$ cat src/rtl/divider.sv
// divider: 32-bit unsigned restoring divider. One quotient bit is produced per
// clock under a three-state control FSM, and results are published through a
// start/ready handshake. A zero divisor completes immediately with an
// all-ones quotient and the dividend as remainder.
module divider (
  input  logic        clk,
  input  logic        reset,
  input  logic [31:0] Dividend_in,
  input  logic [31:0] Divisor_in,
  input  logic        start,
  output logic [31:0] Quotient_out,
  output logic [31:0] Remainder_out,
  output logic        ready,
  output logic        div_by_zero
);

  typedef enum logic [1:0] {
    IDLE = 2'd0,
    DIV  = 2'd1,
    DONE = 2'd2
  } state_t;

  state_t      state;
  state_t      state_nxt;

  logic [31:0] rem_reg;   // partial remainder
  logic [31:0] quo_reg;   // shifting dividend, becomes the quotient
  logic [31:0] dvs_reg;   // latched divisor
  logic [5:0]  cnt;       // iteration counter

  logic [32:0] shifted;
  logic [32:0] trial;
  logic [31:0] rem_step;
  logic [31:0] quo_step;
  logic        accept;
  logic        last_iter;

  // Start is honoured only when no division is running.
  assign accept    = start && (state != DIV);
  assign last_iter = (state == DIV) && (cnt == 6'd31);

  // One restoring iteration: shift in the next dividend bit, trial-subtract
  // the divisor, and keep the difference only when it did not go negative.
  always_comb begin
    // NOTE: every signal written here gets a value on every path, starting
    // with these defaults, so no latch can be inferred.
    shifted  = {rem_reg, quo_reg[31]};
    trial    = shifted - {1'b0, dvs_reg};
    rem_step = shifted[31:0];
    quo_step = {quo_reg[30:0], 1'b0};
    if (!trial[32]) begin
      rem_step = trial[31:0];
      quo_step = {quo_reg[30:0], 1'b1};
    end
  end

  // Control FSM state register.
  always_ff @(posedge clk or posedge reset) begin
    // NOTE: non-blocking assignments for all clocked state, so every register
    // samples the pre-edge values regardless of block ordering.
    if (reset) state <= IDLE;
    else       state <= state_nxt;
  end

  // Next-state logic: a zero divisor skips the loop and completes at once.
  always_comb begin
    state_nxt = state;
    case (state)
      IDLE, DONE: begin
        if (start) state_nxt = (Divisor_in == 32'd0) ? DONE : DIV;
      end
      DIV: begin
        if (cnt == 6'd31) state_nxt = DONE;
      end
      default: state_nxt = IDLE;
    endcase
  end

  // Datapath and result registers: load on accept, iterate in DIV, publish on
  // the last iteration or on a divide-by-zero accept.
  always_ff @(posedge clk or posedge reset) begin
    if (reset) begin
      rem_reg       <= '0;
      quo_reg       <= '0;
      dvs_reg       <= '0;
      cnt           <= '0;
      Quotient_out  <= '0;
      Remainder_out <= '0;
      ready         <= 1'b0;
      div_by_zero   <= 1'b0;
    end else if (accept) begin
      rem_reg     <= '0;
      quo_reg     <= Dividend_in;
      dvs_reg     <= Divisor_in;
      cnt         <= '0;
      ready       <= 1'b0;
      div_by_zero <= 1'b0;
      if (Divisor_in == 32'd0) begin
        Quotient_out  <= 32'hFFFF_FFFF;
        Remainder_out <= Dividend_in;
        div_by_zero   <= 1'b1;
        ready         <= 1'b1;
      end
    end else if (state == DIV) begin
      rem_reg <= rem_step;
      quo_reg <= quo_step;
      cnt     <= cnt + 6'd1;
      if (last_iter) begin
        Quotient_out  <= quo_step;
        Remainder_out <= rem_step;
        ready         <= 1'b1;
      end
    end
  end

endmodule

$ cat config.mk
export PLATFORM = sky130hd
export DESIGN_NAME = divider
export DESIGN_NICKNAME = d
export VERILOG_FILES = /design/src/rtl/divider.sv
export SDC_FILE = /design/constraint.sdc
export NUM_CORES = 1
export LEC_CHECK = 0
export ABC_AREA = 1
export BUFFER_PORTS_ARGS = -buffer_cell sky130_fd_sc_hd__buf_4
export CAP_MARGIN = 10
export CORE_MARGIN = 2
export CORE_UTILIZATION = 61
export CTS_BUF_LIST = sky130_fd_sc_hd__clkbuf_4 sky130_fd_sc_hd__clkbuf_8
export DETAILED_ROUTE_END_ITERATION = 10
export PLACE_DENSITY = 0.83
export SYNTH_ARGS = -nofsm -noshare
export SYNTH_HDL_FRONTEND = slang
export SYNTH_SLANG_ARGS = --single-unit
$ cat constraint.sdc
create_clock -name clk -period 7.17 [get_ports clk]
set_clock_uncertainty 0.1 [all_clocks]
set_input_delay 1.434 -clock clk [delete_from_list [all_inputs] [get_ports clk]]
set_output_delay 1.434 -clock clk [all_outputs]
set_load 0.01 [all_outputs]
# Word-level counts from Yosys, hierarchy flattened
# Index checks and enable logic that the tools add are counted.
[totals]
mem_count = 0
rom_bits = 0
reg_bits = 170
out_inout_bits = 66
latch_bits = 0
ram_bits = 0
[op_classes]
n_eq_ne = 7
mux = 24
n_reduce_logical = 10
add_sub_neg = 2
n_bitwise = 0
shift = 0
mul = 0
div_mod_pow = 0
order_cmp = 0
[ops]
columns = ["op", "count"]
rows = [
  ["$mux W32", 13],
  ["$sub A33 B32 Y33", 1],
  ["$logic_not A32 Y1", 1],
  ["$mux W6", 2],
  ["$add A6 B1 Y6 const B", 1],
  ["$eq A6 B5 Y1 const B", 1],
  ["$mux W2", 3],
  ["$mux W1", 5],
  ["$ne A2 B1 Y1 const B", 2],
  ["$ne A2 B2 Y1 const B", 2],
  ["$pmux W2 S2", 1],
  ["$reduce_and A2 Y1", 2],
  ["$reduce_bool A2 Y1", 2],
  ["$reduce_and A3 Y1", 1],
  ["$eq A2 B1 Y1 const B", 1],
  ["$eq A2 B2 Y1 const B", 1],
  ["$logic_and A1 B1 Y1", 2],
  ["$logic_not A2 Y1", 1],
  ["$reduce_or A2 Y1", 1],
]

# Depth between registers and ports, before layout
# Gate-level depths: netlist of run 1.
[logic_depth]
word_depth = 5
depth_mapped = 19

# Least setup slack after synthesis of run 1
# OpenSTA, ideal clock, no wires.
[synth_timing]
path_type = "input port to flip-flop"
from = "input Divisor_in[19]"
to = "register Quotient_out[10]"
required_ns = 6.931
path_buffers = 4
path_slack_ns = 4.254
cell_stages = 11
setup_time_ns = 0.139
arrival_time_ns = 2.677
path_cell_list = "nor2_1 > nand4_1 > or2_1 > o21ai_2 > nand2_1 > buf_6 > inv_2 > buf_6 > buf_6 > buf_6 > a31oi_1"
[synth_between]
elab_chain_len = 3
[synth_rtl]
columns = ["item", "line_no", "text"]
rows = [
  ["from (decl)", "9", "input logic [31:0] Divisor_in,"],
  ["$logic_not A32 Y1", "98", "if (Divisor_in == 32'd0) begin"],
  ["$ne A2 B1 Y1 (no line)", "-", ""],
  ["$reduce_and A3 Y1 (no line)", "-", ""],
  ["to (signal assigned)", "109", "Quotient_out <= quo_step;"],
  ["to (decl)", "11", "output logic [31:0] Quotient_out,"],
]
# No other way between the ends.
# A chain may end at the register's enable or synchronous reset.

# Worst setup path after layout of run 1
[layout_timing]
from = "input Divisor_in[1]"
to = "register Remainder_out[28]"
[layout_between]
elab_chain_len = 3
[layout_rtl]
columns = ["item", "line_no", "text"]
rows = [
  ["$logic_not A32 Y1", "98", ""],
  ["$ne A2 B1 Y1 (no line)", "-", ""],
  ["$reduce_and A3 Y1 (no line)", "-", ""],
  ["to (signal assigned)", "100", "Remainder_out <= Dividend_in;"],
  ["to (signal assigned)", "110", "Remainder_out <= rem_step;"],
  ["to (decl)", "12", "output logic [31:0] Remainder_out,"],
]
# No other way between the ends.

==> impl_metrics.tcl, run 1 <==
set metrics [dict create \
    ys_seq_elements 170 \
    hold_ws_ns 0.400 \
    grt_pass1_wl_um 46400 \
    final_hold_viol_count 0 \
    cts_tree "yes" \
    dr.pass1.iters 5 \
    rrSetupSlack_ns 4.13 \
    grt_max_degree 105 \
    pin_count 133 \
    dpl-instance-area_sq_mm 0.0115 \
    hold_depth 2 \
    pre_cts_ws_ns 3.04 \
    clkSinkCount 170 \
    holdBufCountCts 0 \
    place.gp.congestion 0.984 \
    die_w_um 135 \
    synth_top_family_by_area "simple AND/OR/NAND/NOR gates" \
    via_count 9799 \
    report.final.slew_viol_count 0 \
    ys_async_sr_fraction_pct 100 \
    synth_compound_area_share_pct 9.14 \
    period_needed_ns 3.74 \
    swShare_pct 51.2 \
    netlist-cell-type-count 43 \
    nets 1695 \
    grt.total_usage_pct 32.8 \
    cts_max_level 4 \
    worst_slew_margin_rel_pct 22.0 \
    antenna_found_initial 0 \
    n_antenna_cell 0 \
    reg2reg_from "state[1]$_DFFE_PP0P_" \
    crit_path_end_kind "flip-flop" \
    synth_xor_area_share_pct 1.25 \
    p_int_mw 2.89 \
    place_inst 1795 \
    grt_overflow 0 \
    worstReg2RegEnd "rem_reg[15]$_DFFE_PP0P_" \
    leakage_nw 6.65 \
    max_freq_mhz 267 \
    synthAdderAreaFrac_pct 4.12 \
    drtAntennaViolNets 0 \
    hpwl_um 21400 \
    syn_area_sq_mm 0.0105 \
    initial_core_util_pct 62.9 \
    critical_path_class "primary input to flip-flop" \
    worst_slack_ns 3.43 \
    worst_pin_slew_ns 1.17 \
    fp.dieArea_sq_mm 0.0183 \
    cts.repair.resized 0 \
    worstRegToRegCells 8 \
    stdcell_area_sq_mm 0.0119 \
    p_switching_mw 3.03 \
    combPwrFrac_pct 60.9 \
    muxShareOfSynthArea_pct 0 \
    route.detailed.drc 0 \
    cp_max_fo 74 \
    drt_iter0_markers 928 \
    fin_util_pct 71.2 \
    grt_pass1_vias 9035 \
    status "finished, final reports clean" \
    rsz0062_at_grt "false" \
    wl_um 29300 \
    vdd_drop_max_mv 0.217 \
    powerDensity_mw_per_mm2 498 \
    synth-simple-area-share_pct 33.2 \
    clockRootBuffer "clkbuf_8" \
    ys.flop_type "dfrtp_1" \
    drive_above_1_share_pct 14.4 \
    syn_area_per_cell_sq_um 7.03 \
    start_kind "primary input" \
    path_clk_slew_ns 0.11 \
    synth_edf_count 0 \
    setup_viol 0 \
    fill_cells 1430 \
    num_rows 47 \
    final.setup.tns_ns 0 \
    pwr-share-seq_pct 27.7 \
    dieHeight_um 135 \
    port_buffers 132 \
    synth_fp_nets 1595 \
    ys_warn_count 0 \
    yosysSeqAreaShare_pct 40.5 \
    clockPowerShare_pct 11.4 \
    vias_per_cell 5.36 \
    stdcell_count 1827 \
    drv_cap 0 \
    hold_class "flip-flop to flip-flop" \
    area_growth_pct 13.2 \
    fin_crit_sh_pct 52.1 \
    power.total_mw 5.92 \
    cp.required_ns 7.49 \
    arrival_ns 4.06 \
    design.core.area_sq_mm 0.0167 \
    hold_path_end "Quotient_out[2]$_DFFE_PP0P_" \
    post-cts-setup-buffers 0 \
    cts_inserted_buffers 17 \
    clkLatencyLatePin_ns 0.48 \
    synth_cells 1494 \
    clockBufferDepth 2 \
    min_from "Quotient_out[2]$_DFFE_PP0P_" \
    wl_per_cell_um 16.0 \
]
-- cell usage in the layout, fill, tap and decap left out, drive strengths merged, types with 8 or more instances in the layout --
master,instances
a21oi,53
a31oi,22
buf,138
clkbuf,17
dfrtp,170
ha,33
inv,252
nand2,535
nand3,128
nand4,8
nor2,93
o211ai,15
o21ai,53
o221ai,13
or2,35
xor2,14
-- cells in the mapped netlist, types with 13 or more instances --
master,number,area (sq um)
nand2_1,526,1970
inv_1,239,897
dfrtp_1,170,4250
nand3_1,111,556
nor2_1,86,323
a21oi_1,53,265
o21ai_0,50,250
ha_1,33,413
clkbuf_1,25,93.8
a31oi_1,22,138
nand3_2,17,170
or2_2,17,106
o211ai_1,15,113
or2_0,14,87.6
xor2_1,14,123
buf_2,13,65.1
o221ai_1,13,114
-- power by group through the flow --
| stage | combinational (mW) | clock [mW] | sequential, mW |
|---|---|---|---|
| floorplan | 2.51 | 0 | 1.68 |
| global placement | 3.46 | 0 | 1.64 |
| detailed placement | 3.56 | 0 | 1.65 |
| CTS | 3.58 | 0.681 | 1.63 |
| global route | 4.04 | 0.717 | 1.68 |
| finish | 3.61 | 0.676 | 1.64 |
-- worst max path at each step --
stage	start	end	slack [ns]	cells past startpoint
after floorplan	reset	Quotient_out[0]$_DFFE_PP0P_	1.03	1
after global placement	Divisor_in[1]	Remainder_out[18]$_DFFE_PP0P_	3.11	11
after detailed placement	Divisor_in[1]	Remainder_out[26]$_DFFE_PP0P_	3.04	11
after CTS	Divisor_in[1]	Remainder_out[28]$_DFFE_PP0P_	3.54	11
after global routing	Divisor_in[1]	Remainder_out[28]$_DFFE_PP0P_	3.19	11
final	Divisor_in[1]	Remainder_out[28]$_DFFE_PP0P_	3.43	11
-- per-layer routing --
| metal | global-route usage [%] | vias up | part of all wire (%) |
|---|---|---|---|
| met4 | 13.5 | 0 | 3.4 |
| met1 | 44.0 | 4507 | 43 |
| li1 | - | 4847 | - |
| met2 | 53.3 | 392 | 47 |
| met3 | 5.46 | 53 | 7.0 |
| met5 | 0 | - | 0 |
-- worst max-delay path: stages --
cell	delay, ns
buf_4	0.12
nor2_1	0.29
nand2_1	0.10
nor3b_1	0.44
nand2_1	0.17
o21ai_2	0.20
nand2_2	0.08
inv_2	0.84
or2_2	0.25
nand2_1	0.06
inv_1	0.05
-- cell type report --
class	count	area, sq um	area share [%]
multi-input cells	1023	5020	42.3
clock buffers	17	234	1.97
well taps	220	275	2.31
repair buffers	138	1040	8.71
flip-flops and latches	170	4250	35.8
clock inverters	15	148	1.24
inverters	244	921	7.74
-- cell families (layout without fill, tap and decap cells) --
group,count (synthesis),after routing
DFF,170,170
and+or+nand+nor,811,811
adders and majority gates,34,34
AOI/OAI and AO/OA,163,163
buffers and inverters,301,414
xor gates and xnor gates,15,15
Note: power is estimated with default switching activity, not from simulation.
==> run 2, diff against run 1 <==
ABC_AREA = 0   (was 1)
CORE_UTILIZATION = 60   (was 61)
clock period = 3.55 ns   (was 7.17 ns; I/O delays follow)
==> run 2 against run 1 <==
Register-to-register slack worse by 3.9 ns. Clock power is 130% higher. Critical path depth is 3 higher. Sequential cell count stayed put. Wire length is 17% lower. Critical path type is now flip-flop to flip-flop. Largest cell class unchanged. Highest routed layer unchanged.
==> impl_metrics.tcl, run 2 <==
set metrics [dict create \
    cp.required_ns 3.78 \
    final_common_cell "dfrtp_1" \
    yosysSeqAreaShare_pct 46.9 \
    combPwrFrac_pct 59.5 \
    swShare_pct 45.8 \
    synthDominantCellAreaShare_pct 46.9 \
    multi_input_area_sq_mm 0.00449 \
    synth_fp_nets 1052 \
    status "finished, final reports clean" \
    final.setup.tns_ns 0 \
    n_antenna_cell 0 \
    area_growth_pct 19.4 \
    layout_common_cells "170 x dfrtp_1, 146 x buf_4, 99 x nand2_1, 99 x o21ai_0, 55 x a21oi_1" \
    register_area_sq_mm 0.00425 \
    max_freq_mhz 298 \
    design.core.area_sq_mm 0.0146 \
    rrSetupSlack_ns 0.19 \
    ys_top_cells_by_area "dfrtp_1 47%, mux2i_1 6.3%, o21ai_0 5.5%, ha_1 4.6%, nand2_1 4.1%" \
    port_buffers 132 \
    cts_inserted_buffers 17 \
    synthTopCellsByCount "170 x dfrtp_1, 99 x nand2_1, 99 x o21ai_0" \
    vias_per_cell 6.28 \
    fin_util_pct 73.9 \
    synth_most_common_cell "dfrtp_1" \
    fill_cells 1095 \
    vdd_drop_max_mv 0.625 \
    dpl-instance-area_sq_mm 0.0103 \
    period_needed_ns 3.36 \
    cp_max_fo 11 \
    drt_iter0_markers 711 \
    p_switching_mw 5.70 \
    leakage_nw 5.05 \
    worst_pin_slew_ns 0.620 \
    grt_overflow 0 \
    synth_cells 951 \
    report.final.slew_viol_count 0 \
    worst_slew_margin_rel_pct 57.6 \
    cts_tree "yes" \
    place.gp.congestion 0.924 \
    fin_crit_sh_pct 94.6 \
    clockBufferDepth 2 \
    dr.pass1.iters 7 \
    via_count 7894 \
    critical_path_class "flip-flop to flip-flop" \
    clockRootBuffer "clkbuf_8" \
    clkSinkCount 170 \
    clockPowerShare_pct 12.3 \
    cp_cell_sequence "inv_1 -> ha_1 -> fa_1 -> nor2b_2 -> o31ai_1 -> a2111oi_4 -> o31ai_2 -> o21ai_2 -> xor2_4 -> buf_12 -> buf_4 -> nor2b_1 -> a41oi_2 -> a211oi_1" \
    ys_seq_elements 170 \
    pin_count 133 \
    antenna_found_initial 0 \
    drv_cap 0 \
    syn_area_sq_mm 0.00906 \
    ys_warn_count 0 \
    grt_pass1_wl_um 39500 \
    cp_top_family "compound AO/OA/AOI/OAI gates" \
    holdBufCountCts 0 \
    hpwl_um 17500 \
    pwr-share-seq_pct 28.2 \
    ys.flop_type "dfrtp_1" \
    start_kind "flip-flop" \
    synth_edf_count 0 \
    critPathBufInv 3 \
    die_w_um 127 \
    setup_viol 0 \
    crit_slowest_cell "a2111oi_4" \
    final_hold_viol_count 0 \
    stdcell_area_sq_mm 0.0108 \
    hold_class "primary input to async pin" \
    ys_async_sr_fraction_pct 100 \
    rsz0062_at_grt "false" \
    route.detailed.drc 0 \
    synth_top_area_cell "dfrtp_1" \
    powerDensity_mw_per_mm2 1150 \
    grt.total_usage_pct 31.1 \
    drtAntennaViolNets 0 \
    wl_per_cell_um 19.4 \
    netlist-cell-type-count 62 \
    fp.dieArea_sq_mm 0.0161 \
    clkLatencyLatePin_ns 0.48 \
    p_int_mw 6.74 \
    initial_core_util_pct 61.9 \
    max_stage_delay_ns 0.49 \
    wl_um 24400 \
    dieHeight_um 127 \
    nets 1162 \
    grt_pass1_vias 7567 \
    syn_area_per_cell_sq_um 9.53 \
    crit_path_end_kind "flip-flop" \
    drive_above_1_share_pct 19.4 \
    cts_max_level 4 \
    grt_max_degree 63 \
    arrival_ns 3.59 \
    num_rows 44 \
    path_clk_slew_ns 0.10 \
]
## run 2: worst reg2reg max path, cell delays in order (launching register included)
cell	delay (ns)
dfrtp_1	0.36
inv_1	0.06
ha_1	0.23
fa_1	0.42
nor2b_2	0.16
o31ai_1	0.15
a2111oi_4	0.49
o31ai_2	0.13
o21ai_2	0.24
xor2_4	0.20
buf_12	0.17
buf_4	0.16
nor2b_1	0.06
a41oi_2	0.20
a211oi_1	0.10
## run 2: cell type report
type	count	area share [%]
Multi-Input combinational cell	678	41.5
Sequential cell	170	39.3
Timing Repair Buffer	154	11.6
Clock buffer	17	2.16
Tap cell	184	2.13
Clock inverter	15	1.87
Inverter	40	1.42
## run 2: cells by family after synthesis
group                    Yosys count  share of synthesized area [%]
multiplexers                      58                           6.46
AO/OA/AOI/OAI                    308                           21.2
XOR/XNOR                          28                           2.71
adder cells (fa/ha/maj)           34                           4.78
flip-flops                       170                           46.9
AND/OR/NAND/NOR                  250                           13.2
buffers and inverters            103                           4.71
## run 2: repair_timing
action | in CTS | in global routing
resized for setup | 0 | 10
buffers inserted | 0 | 1
endpoints found under the setup margin | 0 | 58
endpoints found under the hold margin | 0 | 0
## run 2: per-stage QoR
step	hold WS, ns	setup WS, ns	cells	total power, mW
6_report	0.155	0.192	1258	12.4
5_1_grt	0.170	0.00182	1258	13.3
4_1_cts	0.157	0.0368	1256	12.1
3_5_place_dp	0.375	0.0469	1224	10.5
3_3_place_gp	0.366	0.177	1224	10.3
2_1_floorplan	0.350	0.479	951	8.39
## run 2: power by group through the flow
stage | Sequential, mW | Clock (mW) | Combinational (mW)
3_5_place_dp | 3.52 | 0 | 7.01
5_1_grt | 3.59 | 1.63 | 8.10
6_report | 3.51 | 1.53 | 7.40
3_3_place_gp | 3.50 | 0 | 6.84
4_1_cts | 3.49 | 1.55 | 7.07
2_1_floorplan | 3.47 | 0 | 4.92
## run 2: routing by layer
layer  vias to the layer above  routed length [um]  GRT usage (%)
li1                       3660                   -              -
met1                      3864               10300           42.2
met2                       305               12100           51.5
met3                        65                1370           5.36
met4                         0                 685           10.1
met5                         -                   0              0
## run 2: path summary, 6_finish.rpt
path                                                 end  depth (start not counted)                     from
min in group clk                 dvs_reg[26]$_DFFE_PP0P_                          3           Divisor_in[26]
min reg2reg                       dvs_reg[0]$_DFFE_PP0P_                          2   dvs_reg[0]$_DFFE_PP0P_
max reg2reg                Remainder_out[21]$_DFFE_PP0P_                         14  quo_reg[31]$_DFFE_PP0P_
min                         Quotient_out[12]$_DFFE_PP0P_                          2                    reset
max                        Remainder_out[21]$_DFFE_PP0P_                         14  quo_reg[31]$_DFFE_PP0P_
max in group asynchronous         dvs_reg[6]$_DFFE_PP0P_                          3                    reset
==> run 3, diff against run 2 <==
CORE_UTILIZATION = 64   (was 60)
PLACE_DENSITY = 0.88   (was 0.83)
clock period = 4.1 ns   (was 3.55 ns; I/O delays follow)
==> run 3 against run 2 <==
Wire length fell by 2.8%. Clock power is 19% lower. Global-route usage up 1.1 points. Via count is 0.80% lower. Core utilization rose by 2.6 points. Cell count down 0.95%. Sequential cell count unchanged. Die area decreased by 6.1%. Combinational power decreased by 18%. Non-clock buffer count shrank 8. Sequential power is 13% lower. Register-to-register slack improved by 0.28 ns. Largest cell class unchanged. Largest power group unchanged.
==> impl_metrics.tcl, run 3 (synthesis gave the netlist of run 2 again) <==
set metrics [dict create \
    period_needed_ns 3.63 \
    cp.required_ns 4.37 \
    drtAntennaViolNets 0 \
    hpwl_um 16800 \
    pre_cts_ws_ns 0.580 \
    grt_pass1_vias 7333 \
    dieHeight_um 123 \
    max_freq_mhz 276 \
    fp.dieArea_sq_mm 0.0151 \
    cts_max_level 4 \
    post-cts-setup-buffers 0 \
    fin_crit_sh_pct 88.5 \
    max_stage_delay_ns 0.51 \
    grt_max_degree 144 \
    start_kind "flip-flop" \
    cts_tree "yes" \
    drt_iter0_markers 731 \
    pin_count 133 \
    dpl-instance-area_sq_mm 0.0102 \
    cts.repair.resized 0 \
    initial_core_util_pct 65.3 \
    num_rows 43 \
    nets 1154 \
    path_clk_slew_ns 0.10 \
    holdBufCountCts 0 \
    clockBufferDepth 2 \
    worst_pin_slew_ns 0.762 \
    cts_inserted_buffers 17 \
    setup_viol 0 \
    place.gp.congestion 0.917 \
    worst_slack_ns 0.472 \
    vias_per_cell 6.28 \
    wl_per_cell_um 19.0 \
    port_buffers 132 \
    design.core.area_sq_mm 0.0139 \
    final_common_cell "dfrtp_1" \
    rsz0062_at_grt "false" \
    leakage_nw 4.97 \
    final.setup.tns_ns 0 \
    die_w_um 123 \
    arrival_ns 3.90 \
    n_antenna_cell 0 \
    hold_ws_ns 0.346 \
    crit_path_end_kind "flip-flop" \
    wl_um 23700 \
    hold_class "primary input to async pin" \
    grt_pass1_wl_um 37600 \
    final_hold_viol_count 0 \
    clkLatencyLatePin_ns 0.48 \
    cp_cell_sequence "inv_1 -> ha_1 -> fa_1 -> nor2b_1 -> o31ai_1 -> a2111oi_2 -> o31ai_2 -> o21ai_1 -> xor2_4 -> buf_12 -> mux2i_1 -> a211oi_1 -> a21o_1" \
    drive_above_1_share_pct 18.2 \
    grt.total_usage_pct 32.3 \
    powerDensity_mw_per_mm2 974 \
    route.detailed.drc 0 \
    cp_max_fo 40 \
    status "finished, final reports clean" \
    drv_cap 0 \
    dr.pass1.iters 6 \
    clockRootBuffer "clkbuf_8" \
    critical_path_class "flip-flop to flip-flop" \
    stdcell_area_sq_mm 0.0106 \
    antenna_found_initial 0 \
    layout_common_cells "170 x dfrtp_1, 143 x buf_4, 99 x nand2_1, 99 x o21ai_0, 57 x mux2i_1" \
    grt_overflow 0 \
    report.final.slew_viol_count 0 \
    vdd_drop_max_mv 0.508 \
    crit_slowest_cell "a2111oi_2" \
    worst_slew_margin_rel_pct 49.2 \
    via_count 7831 \
    clkSinkCount 170 \
    area_growth_pct 17.2 \
]
run 3: worst max-delay path, delay by kind of cell (launching register included):
family | cells | cell delay, ns
fa+ha+maj | 2 | 0.66
compound gates | 6 | 1.39
xor+xnor | 1 | 0.19
buf+inv | 2 | 0.33
flops | 1 | 0.37
mux | 1 | 0.29
simple gates | 1 | 0.17
run 3: where the power goes:
group          internal (mW)  switching, mW
registers               2.47          0.568
clock network          0.572          0.664
logic                   2.54           3.53
total                   5.58           4.76
run 3: cell type report:
cell class,count,area (sq um)
fillers,953,3260
clock buffers,18,248
inverters,40,154
flip-flops and latches,170,4250
multi-input cells,678,4450
repair buffers,146,1130
well taps,180,225
clock inverters,14,160
run 3: stage by stage:
stage	instances	power, mW	utilization (%)
4_1_cts	1246	10.3	76.5
2_1_floorplan	951	7.27	-
3_5_place_dp	1214	9.02	73.6
6_report	1246	10.3	76.5
5_1_grt	1246	11.0	76.5
3_3_place_gp	1214	8.85	73.6
run 3: metal layers:
layer	vias up	share of wire, %	track usage, %
met3	72	6.6	5.86
li1	3647	-	-
met5	-	0	0
met1	3778	41	43.7
met4	0	3.1	13.4
met2	334	49	51.7
run 3: worst paths after layout:
path	slack, ns	to	cells after the start	from
worst max-delay path	0.47	Remainder_out[2]$_DFFE_PP0P_	13	quo_reg[31]$_DFFE_PP0P_
worst min-delay path	0.35	Quotient_out[24]$_DFFE_PP0P_	3	reset
worst max register to register	0.47	Remainder_out[2]$_DFFE_PP0P_	13	quo_reg[31]$_DFFE_PP0P_
worst min register to register	0.40	Remainder_out[6]$_DFFE_PP0P_	1	Remainder_out[6]$_DFFE_PP0P_
max in group asynchronous	2.86	dvs_reg[28]$_DFFE_PP0P_	3	reset
min in group clk	0.40	Remainder_out[6]$_DFFE_PP0P_	1	Remainder_out[6]$_DFFE_PP0P_
